`config.mk`:
```
export PLATFORM = sky130hd
export DESIGN_NAME = tpu_job_sched
export DESIGN_NICKNAME = d
export VERILOG_FILES = /design/src/rtl/tpu_job_sched.sv
export SDC_FILE = /design/constraint.sdc
export NUM_CORES = 1
export LEC_CHECK = 0
export CAP_MARGIN = 15
export CORE_ASPECT_RATIO = 0.6
export CORE_MARGIN = 3
export CORE_UTILIZATION = 41
export CTS_BUF_LIST = sky130_fd_sc_hd__clkbuf_4 sky130_fd_sc_hd__clkbuf_8 sky130_fd_sc_hd__clkbuf_16
export DETAILED_ROUTE_END_ITERATION = 8
export PLACE_DENSITY = 0.72
export SLEW_MARGIN = 0
export SYNTH_ARGS = -nofsm -noshare
export SYNTH_HDL_FRONTEND = slang
export SYNTH_SLANG_ARGS = --single-unit
```
`constraint.sdc`:
```
create_clock -name clk -period 4.7 [get_ports clk]
set_clock_uncertainty 0.2 [all_clocks]
set_input_delay 0.94 -clock clk [delete_from_list [all_inputs] [get_ports clk]]
set_output_delay 0.94 -clock clk [all_outputs]
set_load 0.01 [all_outputs]
```
`src/rtl/tpu_job_sched.sv`:
```
// rtl/tpu_job_sched.sv - job descriptor queue plus one-at-a-time TPU sequencer with timeout
// Jobs are launched in FIFO order; each produces exactly one completion record unless reset intervenes.
module tpu_job_sched #(
    parameter int FIFO_DEPTH     = 4,
    parameter int JOB_ID_WIDTH   = 4,
    parameter int ADDR_WIDTH     = 10,
    parameter int TIMEOUT_CYCLES = 4095,
    parameter int CNT_WIDTH      = 16
) (
    input  logic                    clk,
    input  logic                    srstn,
    input  logic                    job_valid,
    output logic                    job_ready,
    input  logic [JOB_ID_WIDTH-1:0] job_id,
    input  logic [ADDR_WIDTH-1:0]   job_base_w,
    input  logic [ADDR_WIDTH-1:0]   job_base_d,
    output logic                    tpu_start,
    input  logic                    tpu_done,
    output logic [ADDR_WIDTH-1:0]   tpu_base_w,
    output logic [ADDR_WIDTH-1:0]   tpu_base_d,
    output logic                    cmpl_valid,
    input  logic                    cmpl_ready,
    output logic [JOB_ID_WIDTH-1:0] cmpl_id,
    output logic [1:0]              cmpl_status,
    output logic                    busy,
    output logic                    err_spurious,
    output logic [CNT_WIDTH-1:0]    jobs_done
);
    localparam int PW = (FIFO_DEPTH > 1) ? $clog2(FIFO_DEPTH) : 1;
    localparam logic [PW:0]          FULL    = (PW+1)'(FIFO_DEPTH);
    localparam logic [PW:0]          OCC_ONE = (PW+1)'(1);
    localparam logic [PW-1:0]        PTR_ONE = PW'(1);
    localparam logic [CNT_WIDTH-1:0] TO_LAST = CNT_WIDTH'(TIMEOUT_CYCLES - 1);
    localparam logic [CNT_WIDTH-1:0] CNT_ONE = CNT_WIDTH'(1);
    localparam logic [1:0]           ST_OK      = 2'b00;
    localparam logic [1:0]           ST_TIMEOUT = 2'b01;

    typedef enum logic [2:0] {IDLE, LOAD, START, RUN, REPORT} state_t;

    state_t                  state;
    logic [JOB_ID_WIDTH-1:0] q_id [FIFO_DEPTH];
    logic [ADDR_WIDTH-1:0]   q_w  [FIFO_DEPTH];
    logic [ADDR_WIDTH-1:0]   q_d  [FIFO_DEPTH];
    logic [PW-1:0]           wr_ptr, rd_ptr;
    logic [PW:0]             count;
    logic [JOB_ID_WIDTH-1:0] cur_id;
    logic [ADDR_WIDTH-1:0]   cur_w, cur_d;
    logic [CNT_WIDTH-1:0]    tout_cnt;
    logic                    push, pop;

    // Ready comes from the registered occupancy only, so a full queue stays closed even while popping.
    assign job_ready = (count != FULL);
    assign push      = job_valid && job_ready;
    assign pop       = (state == IDLE) && (count != '0);
    assign busy      = (state != IDLE) || (count != '0);

    always_ff @(posedge clk) begin
        if (push) begin
            q_id[wr_ptr] <= job_id;
            q_w[wr_ptr]  <= job_base_w;
            q_d[wr_ptr]  <= job_base_d;
        end
    end

    always_ff @(posedge clk or negedge srstn) begin
        if (!srstn) begin
            wr_ptr <= '0;
            rd_ptr <= '0;
            count  <= '0;
        end else begin
            if (push) wr_ptr <= wr_ptr + PTR_ONE;
            if (pop)  rd_ptr <= rd_ptr + PTR_ONE;
            case ({push, pop})
                2'b10:   count <= count + OCC_ONE;
                2'b01:   count <= count - OCC_ONE;
                default: ;
            endcase
        end
    end

    always_ff @(posedge clk or negedge srstn) begin
        if (!srstn) begin
            state        <= IDLE;
            cur_id       <= '0;
            cur_w        <= '0;
            cur_d        <= '0;
            tout_cnt     <= '0;
            tpu_start    <= 1'b0;
            tpu_base_w   <= '0;
            tpu_base_d   <= '0;
            cmpl_valid   <= 1'b0;
            cmpl_id      <= '0;
            cmpl_status  <= ST_OK;
            jobs_done    <= '0;
            err_spurious <= 1'b0;
        end else begin
            if (tpu_done && state != RUN) err_spurious <= 1'b1;
            case (state)
                IDLE: begin
                    if (pop) begin
                        cur_id <= q_id[rd_ptr];
                        cur_w  <= q_w[rd_ptr];
                        cur_d  <= q_d[rd_ptr];
                        state  <= LOAD;
                    end
                end
                LOAD: begin
                    tpu_base_w <= cur_w;
                    tpu_base_d <= cur_d;
                    tout_cnt   <= '0;
                    tpu_start  <= 1'b1;
                    state      <= START;
                end
                START: begin
                    tpu_start <= 1'b0;
                    state     <= RUN;
                end
                RUN: begin
                    tout_cnt <= tout_cnt + CNT_ONE;
                    // A done arriving on the final allowed cycle still counts as success.
                    if (tpu_done) begin
                        cmpl_valid  <= 1'b1;
                        cmpl_id     <= cur_id;
                        cmpl_status <= ST_OK;
                        state       <= REPORT;
                    end else if (tout_cnt == TO_LAST) begin
                        cmpl_valid  <= 1'b1;
                        cmpl_id     <= cur_id;
                        cmpl_status <= ST_TIMEOUT;
                        state       <= REPORT;
                    end
                end
                REPORT: begin
                    if (cmpl_ready) begin
                        cmpl_valid <= 1'b0;
                        jobs_done  <= jobs_done + CNT_ONE;
                        state      <= IDLE;
                    end
                end
                default: state <= IDLE;
            endcase
        end
    end
endmodule
```
== Word level (Yosys, flattened, before mapping) ==
Memories as Yosys holds them, arrays and structs flattened. A register that Yosys moved wholly into a read port is not among the register bits.
Index checks and enable logic that the tools add are counted.
Cells by class
  reduce and logical (&&, ||, !) cells: 20
  mux-type cells: 18
  equality and inequality tests: 12
  add/subtract/negate cells: 6
Operators by type and width (number)
  adder 16 x 1 -> 16 bit (second input constant): 2
  case mux 16 bit (2 select lines): 1
  == test 16 x 12 -> 1 bit (second input constant): 1
  case mux 3 bit (5 select lines): 1
  two-way mux 3 bit: 4
  nonzero test 2 bit: 5
  two-way mux 4 bit: 2
  == test 3 x 2 -> 1 bit (second input constant): 2
  != test 3 bit (second input constant): 2
  case mux 3 bit (2 select lines): 1
  AND reduction 2 bit: 3
  AND reduction 3 bit: 2
  nonzero test 3 bit: 2
  two-way mux 1 bit: 5
  adder 2 x 1 -> 2 bit (second input constant): 2
  two-way mux 2 bit: 2
  != test 2 bit (second input constant): 2
  case mux 1 bit (2 select lines): 2
  adder 3 x 1 -> 3 bit (second input constant): 1
  == test 3 x 1 -> 1 bit (second input constant): 1
  == test 3 bit (second input constant): 1
  logical AND 1 bit: 3
  logical NOT 1 bit: 3
  logical NOT 3 bit: 1
  5 further kinds: 5
Storage, ports and cells
  bits in writable memories: 96
  output and inout port bits: 47
  logic and storage cells: 72
  memories: 3
  bits in registers: 71
  input bits: 29
Memories
  q_d: depth 4, width 10, rd ports 1, clocked after Yosys merged registers in 1, wr ports 1, line 43  | logic [ADDR_WIDTH-1:0] q_d [FIFO_DEPTH];
  q_w: depth 4, width 10, rd ports 1, clocked after Yosys merged registers in 1, wr ports 1, line 42  | logic [ADDR_WIDTH-1:0] q_w [FIFO_DEPTH];
  q_id: depth 4, width 4, rd ports 1, clocked after Yosys merged registers in 1, wr ports 1, line 41  | logic [JOB_ID_WIDTH-1:0] q_id [FIFO_DEPTH];

== Longest topological paths before layout ==
Gate-level depths: netlist of run 1.
  depth in word-level cells: 4
  gate-level depth with buffers: 10
  depth with buffers taken out: 10

== Worst setup path after synthesis of run 1 ==
OpenSTA, ideal clock, no wires.
  path kind: flip-flop to flip-flop
  start: reg state[2]
  end: reg count[2]
  stages on the path, launching flop included: 10
  required time: 4421 ps
  arrival time: 2226 ps
  period minus slack after synthesis: 2505 ps
  library setup time: 79 ps
  path slack: 2195 ps
  path through: dfrtp_1 > buf_2 > nor4_4 > buf_6 > ha_1 > inv_1 > fa_1 > xor2_1 > nor2_1 > xor2_1
Between the ends
  word-level cells in the longest chain between the ends: 4
  elaborated cells between the ends (all ways): 6
  those cells by class: eq/ne: 2; mux: 1; reduce/logical: 3
Ends and longest elaborated chain
  start: declaration: line 40  | state_t state;
  start signal: assignment: line 83  | state <= IDLE;
  start signal: assignment: line 104  | state <= LOAD;
  start signal: assignment: line 112  | state <= START;
  logical NOT 3 bit (*): line 54  | assign pop = (state == IDLE) && (count != '0);
  logical AND 1 bit (*): line 54
  named net pop: line 49  | logic push, pop;
  == test 2 x 1 -> 1 bit / == test 2 bit (equally long branches): line 73  | case ({push, pop})
  case mux 3 bit (2 select lines) / nonzero test 2 bit (equally long branches)
  end signal: assignment: line 74  | 2'b10: count <= count + OCC_ONE;
  end signal: assignment: line 75  | 2'b01: count <= count - OCC_ONE;
  end: declaration: line 45  | logic [PW:0] count;
Mark *: on every way through the listed nets, which the timed path passes. The rest lies on a longest branch.
A chain may end at the register's enable or synchronous reset.

== Worst setup path after layout of run 1 ==
  start: reg count[0]
  end: out busy
Between the ends
  word-level cells in the longest chain between the ends: 2
Ends and longest elaborated chain
  nonzero test 3 bit: line 55  | assign busy = (state != IDLE) || (count != '0);
  logical OR 1 bit: line 55
  end: declaration: line 25  | output logic busy,
No other way between the ends.

==> metrics.csv, run 1 <==
stage,metric,value,unit
cts,cts_max_path_buffers,2,
global_routing,met3_usage,0.0470,
global_routing,use_met2,0.213,
critical_path,path_class,flip-flop to output pin,
sta,setup_violations,0,
global_routing,grt_pass1_vias,4186,
critical_path,cp_max_fo,4,
layout,drive_above_1_share,0.225,
layout,final_nets,580,
yosys,synth-xor-area-share,0.0241,
critical_path,crit_path_end_kind,output pin,
yosys,synth_compound_area_frac,0.0175,
die,die_height,112,um
run_status,outcome,"finished, final reports clean",
drt,final_antenna_net_count,0,
critical_path,crit_family,simple AND/OR/NAND/NOR gates,
sta,layout_min_cycle_time,3.04,ns
sta,tightest_slew,1.14,ns
layout,antenna_cells,0,
power,p_per_area,599,nW/um^2
global_routing,track_usage,0.148,
power,p_leak,3.50,nW
yosys,synthFlopType,edfxtp_1,
global_routing,grt_max_degree,74,
critical_path,path_buf_inv,1,
yosys,ys_async_sr_fraction,0.495,
place,place.gp.congestion,0.761,
yosys,muxShareOfSynthArea,0.158,
yosys,ys_types,49,
drt,wl_per_cell,18.2,um
global_routing,grt_pass1_wl,23200,um
cts,clk_latency,0.43,ns
cts,htreeDepth,4,
critical_path,start_kind,flip-flop,
critical_path,cp_cell_sequence,nor3_1 > nand3b_1 > clkdlybuf4s50_1,
global_routing,grt_remaining_overflow,0,
yosys,seq_area_frac_synth,0.685,
die,io_pins,76,
global_routing,busiest_layer,met1,
place,io_buffers,74,
yosys,yosys-top-cells-area,"edfxtp_1 (38%), dfrtp_1 (31%), mux4_2 (7.1%), mux2_2 (6.6%), xnor2_1 (1.5%)",
yosys,ys_top_cells_by_count,"edfxtp_1 (96), dfrtp_1 (94), mux2_2 (45)",
yosys,synth_edf_count,96,
power,vdd_drop_max,0.000291,V
sta,rsz0062_at_grt,no,
layout,layout.core_utilization,0.524,
critical_path,cp.arrival,1.90,ns
drt,via_count,4108,
worst_hold_path,hp-class,flip-flop to flip-flop,
yosys,syn_inst,460,
sta,max-slew-margin-rel,0.242,
sta,tns,0,ns
cts,cts_buffers,17,
yosys,yosysWarnings,0,
die,dieArea,20400,sq um
yosys,synth_top_area_frac,0.377,
sta,holdWs,0.264,ns
sta,fin_crit_sh,0.648,
place,placed_area,8600,sq um
yosys,ys_seq_elements,190,
cts,cts_hold_buf,0,
drt,routed_via_density,5.21,
yosys,yosysTopAreaCell,edfxtp_1,
place,hpwl,9670,um
critical_path,required,3.56,ns
global_routing,antenna_found_initial,0,
layout,syn_to_final_growth,21.2,%
yosys,synth_top_family_by_area,multiplexers,
sta,final_max_slew_viol_count,0,
yosys,synthAdderAreaFrac,0.0157,
drt,firstDrtPassIters,4,
yosys,syn_area_per_cell,16.6,sq um
layout,finalNonFillerCells,789,
sta,final-hold-violation-count,0,
die,core,17700,sq um
die,placementRows,37,
cts,clkTransAtPathRegs,0.07,ns
sta,max_clock_freq,328,MHz
yosys,yosysMostFrequentCell,edfxtp_1,
cts,cts_tree,yes,
cts,post-cts-setup-buffer-count,0,
global_routing,met1_usage,0.219,
yosys,syn_nets,498,
die,die_width,182,um
drt,wl,14400,um
place,dp.cells,753,
die,initial_utilization,0.432,
critical_path,cp_slowest_cell,clkdlybuf4s50_1,
drt,initialDrtViolationCount,356,
job,cap_violations,0,
drt,drc,0,
yosys,yosys.area_share.simple,0.0805,
yosys,syn_area,7640,sq um
cts,cts_root_buffer,clkbuf_16,
layout,final_area,9260,sq um
cts,cts_num_sinks,190,
critical_path,slowest_delay,0.51,ns
cts,ctsResizeCount,0,
[cell type report]
type | count | area, sq um
well taps | 234 | 293
repair buffers | 81 | 871
flip-flops and latches | 190 | 5240
fillers | 1405 | 8420
clock buffers | 17 | 425
multi-input cells | 241 | 2260
inverters | 11 | 41.3
clock inverters | 15 | 131
[per-stage QoR]
step,worst slack [ns],power (mW)
after floorplan,2.20,3.61
after global placement,1.65,4.12
after detailed placement,1.54,4.21
after CTS,1.62,5.56
after global routing,1.52,5.87
final,1.66,5.55
[state kept, by name, summed over array words and instances, names as in the netlist, 4 cells and up]
name,count
tpu_base_d,10
cur_w,10
cmpl_id,4
q_id,16
cur_d,10
jobs_done,16
q_w,40
tout_cnt,16
q_d,40
cur_id,4
tpu_base_w,10
[layer usage]
layer,share of wire,vias up
li1,-,1879
met1,0.48,2111
met2,0.45,114
met3,0.069,4
met4,0.0055,0
met5,0,-
[layout by cell type, fill, tap and decap left out, types with 4 or more instances in the layout]
cell	count
mux2_2	45
nor2_1	13
edfxtp_1	96
and3_1	9
buf_16	4
xor2_1	8
nand3_1	16
mux4_2	24
nand2_1	30
clkdlybuf4s50_1	73
inv_6	4
clkbuf_16	17
mux2i_1	10
nand4_1	6
clkinvlp_4	4
nor3_1	6
mux2_4	4
ha_1	8
dfrtp_1	93
xnor2_1	13
o21ai_0	12
inv_1	11
buf_4	4
[cell families after synthesis]
group,after synthesis
fa+ha+maj,9
compound gates,22
buf+inv,29
simple gates,105
xor+xnor,21
mux,83
other cells,1
flops,190
[power by group]
part	internal [mW]	total, mW	switching, mW
Combinational	0.935	1.61	0.672
Sequential	2.24	2.60	0.360
Clock	0.694	1.35	0.651
Total	3.86	5.55	1.68
[path summary, 6_finish.rpt]
| check | startpoint | endpoint | slack [ns] | cells after the start |
|---|---|---|---|---|
| setup / recovery | count[0] | busy | 1.66 | 3 |
| hold / removal | err_spurious | err_spurious | 0.26 | 1 |
| setup reg to reg | state[2] | count[2] | 2.08 | 8 |
| hold reg to reg | err_spurious | err_spurious | 0.26 | 1 |
| max in group asynchronous | srstn | cur_d[4] | 2.96 | 2 |
| min in group asynchronous | srstn | cur_d[0] | 0.43 | 1 |
Note: power is estimated with default switching activity, not from simulation.
==> run 2: changes to the inputs <==
- PLACE_DENSITY: 0.72 -> 0.74
- clock period: 4.7 -> 2.54 ns (I/O delays scaled with it)
==> run 2 against run 1 <==
Net effect:
- final area rose by 1.2%
- die area did not move
- sequential cell count did not move
- sequential power rose by 82%
- global-route usage rose by 0.37 points
- final cell count rose by 1.0%
- non-clock buffer count rose by 8
- critical path depth did not move
- sequential share of layout area fell by 0.66 points
- count of clock-buffer cells in the layout rose by 2
- clock power rose by 92%
- critical endpoint unchanged
- largest cell class unchanged
- highest routed layer unchanged
==> metrics.csv, run 2 (synthesized netlist as in run 1, its figures left out) <==
stage,metric,value,unit
run_status,outcome,"finished, final reports clean",
worst_hold_path,whs_path_depth,1,
cts,cts_tree,yes,
die,core,17700,sq um
sta,rsz0062_at_grt,no,
drt,routed_via_density,5.23,
power,p_leak,3.56,nW
sta,max-slew-margin-rel,0.631,
worst_hold_path,holdPathEnd,err_spurious,
place,io_buffers,74,
sta,holdWs,0.264,ns
sta,fin_crit_sh,0.963,
sta,final-hold-violation-count,0,
drt,initialDrtViolationCount,343,
power,p_total,10.5,mW
critical_path,r2r_slack,0.25,ns
sta,max_clock_freq,409,MHz
job,cap_violations,0,
critical_path,cp.arrival,1.74,ns
critical_path,cp_slowest_cell,dfrtp_1,
power,switchingPower,3.09,mW
cts,htreeDepth,4,
drt,firstDrtPassIters,5,
critical_path,slowest_delay,0.50,ns
cts,cts_max_path_buffers,2,
place,preCtsSetupSlack,0.0569,ns
power,clock_power_share,0.247,
critical_path,required,1.83,ns
global_routing,grt_max_degree,95,
die,io_pins,76,
power,vdd_drop_max,0.000510,V
critical_path,start_kind,flip-flop,
global_routing,grt_remaining_overflow,0,
global_routing,grt_pass1_vias,4398,
power,swShare,0.294,
layout,final_cell_mix,"edfxtp_1 (96), dfrtp_1 (92), clkdlybuf4s50_1 (73)",
sta,tns,0,ns
die,initial_utilization,0.432,
sta,tightest_slew,0.553,ns
cts,cts_buffers,17,
layout,antenna_cells,0,
die,die_height,112,um
critical_path,reg2reg_from,count[0],
drt,drc,0,
layout,multi_input_area,2280,sq um
layout,seqCellArea,5240,sq um
critical_path,path_class,flip-flop to output pin,
drt,via_count,4172,
global_routing,antenna_found_initial,0,
layout,fill_cells,1394,
layout,drive_above_1_share,0.240,
place,place.gp.congestion,0.821,
power,intPower,7.42,mW
sta,worst_slack,0.0935,ns
power,p_comb_frac,0.303,
critical_path,cp_max_fo,9,
place,placed_area,8770,sq um
cts,post-cts-setup-buffer-count,0,
sta,setup_violations,0,
global_routing,track_usage,0.152,
die,die_width,182,um
critical_path,crit_path_end_kind,output pin,
die,dieArea,20400,sq um
layout,mostFrequentLayoutCell,edfxtp_1,
cts,clkTransAtPathRegs,0.07,ns
global_routing,grt_pass1_wl,24000,um
critical_path,reg2regPathDepth,10,
worst_hold_path,min_from,err_spurious,
power,sequentialPowerShare,0.450,
layout,syn_to_final_growth,22.6,%
drt,final_antenna_net_count,0,
critical_path,worstReg2RegEnd,count[2],
layout,reg.largest.list,"q_d x40, q_w x40",
layout,final_area,9370,sq um
cts,clk_latency,0.41,ns
cts,cts_num_sinks,190,
die,placementRows,37,
power,p_per_area,1120,nW/um^2
layout,final_nets,588,
worst_hold_path,hp-class,flip-flop to flip-flop,
sta,layout_min_cycle_time,2.45,ns
place,hpwl,9560,um
cts,cts_root_buffer,clkbuf_16,
critical_path,cp_cell_sequence,nor2_2 > nand3b_1 > clkdlybuf4s50_1,
drt,wl_per_cell,18.6,um
sta,final_max_slew_viol_count,0,
drt,wl,14800,um
[run 2: changes by cell type in the layout (fill, tap and decap cells not counted), sizes merged]
| cell | before | now |
|---|---|---|
| bufinv | 0 | 2 |
| inv | 17 | 15 |
| buf | 8 | 15 |
| clkinvlp | 4 | 2 |
| clkbuf | 17 | 19 |
| dlygate4sd3 | 0 | 1 |
[run 2: worst max-delay path: cells and delay by family (launching register included)]
kind | cells | cell delay [ns]
flip-flops | 1 | 0.50
AND/OR/NAND/NOR | 2 | 0.32
buffers and inverters | 1 | 0.50
[run 2: per-stage QoR]
step,cells,utilization
floorplan,460,-
global placement,764,0.496
detailed placement,764,0.496
CTS,797,0.529
global route,797,0.530
finish,797,0.530
[run 2: power by group through the flow]
stage	clock network, mW	registers (mW)	logic, mW
2_1_floorplan	0	4.61	2.07
3_3_place_gp	0	4.71	3.11
3_5_place_dp	0	4.78	3.20
4_1_cts	2.66	4.73	3.23
5_1_grt	2.79	4.85	3.46
6_report	2.59	4.73	3.19
[run 2: layout make-up]
class / count / share of cell area
Sequential cell: 190 / 0.559
Multi-Input combinational cell: 241 / 0.244
Timing Repair Buffer: 89 / 0.100
Clock buffer: 19 / 0.0470
Tap cell: 234 / 0.0312
Clock inverter: 13 / 0.0147
Inverter: 11 / 0.00440
[run 2: what timing repair did]
action	4_1_cts	5_1_grt
pin swaps	0	0
resized for setup	1	4
hold buffers	1	0
endpoints found under the setup margin	1	2
endpoints found under the hold margin	91	0
[run 2: worst max path at each step]
stage | from | endpoint | slack, ns | cells after the start
2_1_floorplan | state[2] | count[2] | 0.04 | 9
3_3_place_gp | job_valid | count[2] | 0.08 | 9
6_report | state[0] | busy | 0.09 | 3
4_1_cts | state[1] | busy | 0.02 | 3
5_1_grt | count[0] | job_ready | 0.005 | 3
3_5_place_dp | job_valid | count[2] | 0.06 | 9
[run 2: metal layers]
layer / part of all wire / up-vias / track usage / wire length, um
met3: 0.058 / 9 / 0.0402 / 856
met5: 0 / - / 0 / 0
li1: - / 1906 / - / -
met4: 0.0068 / 0 / 0.0309 / 100
met2: 0.47 / 123 / 0.232 / 6980
met1: 0.46 / 2134 / 0.221 / 6870
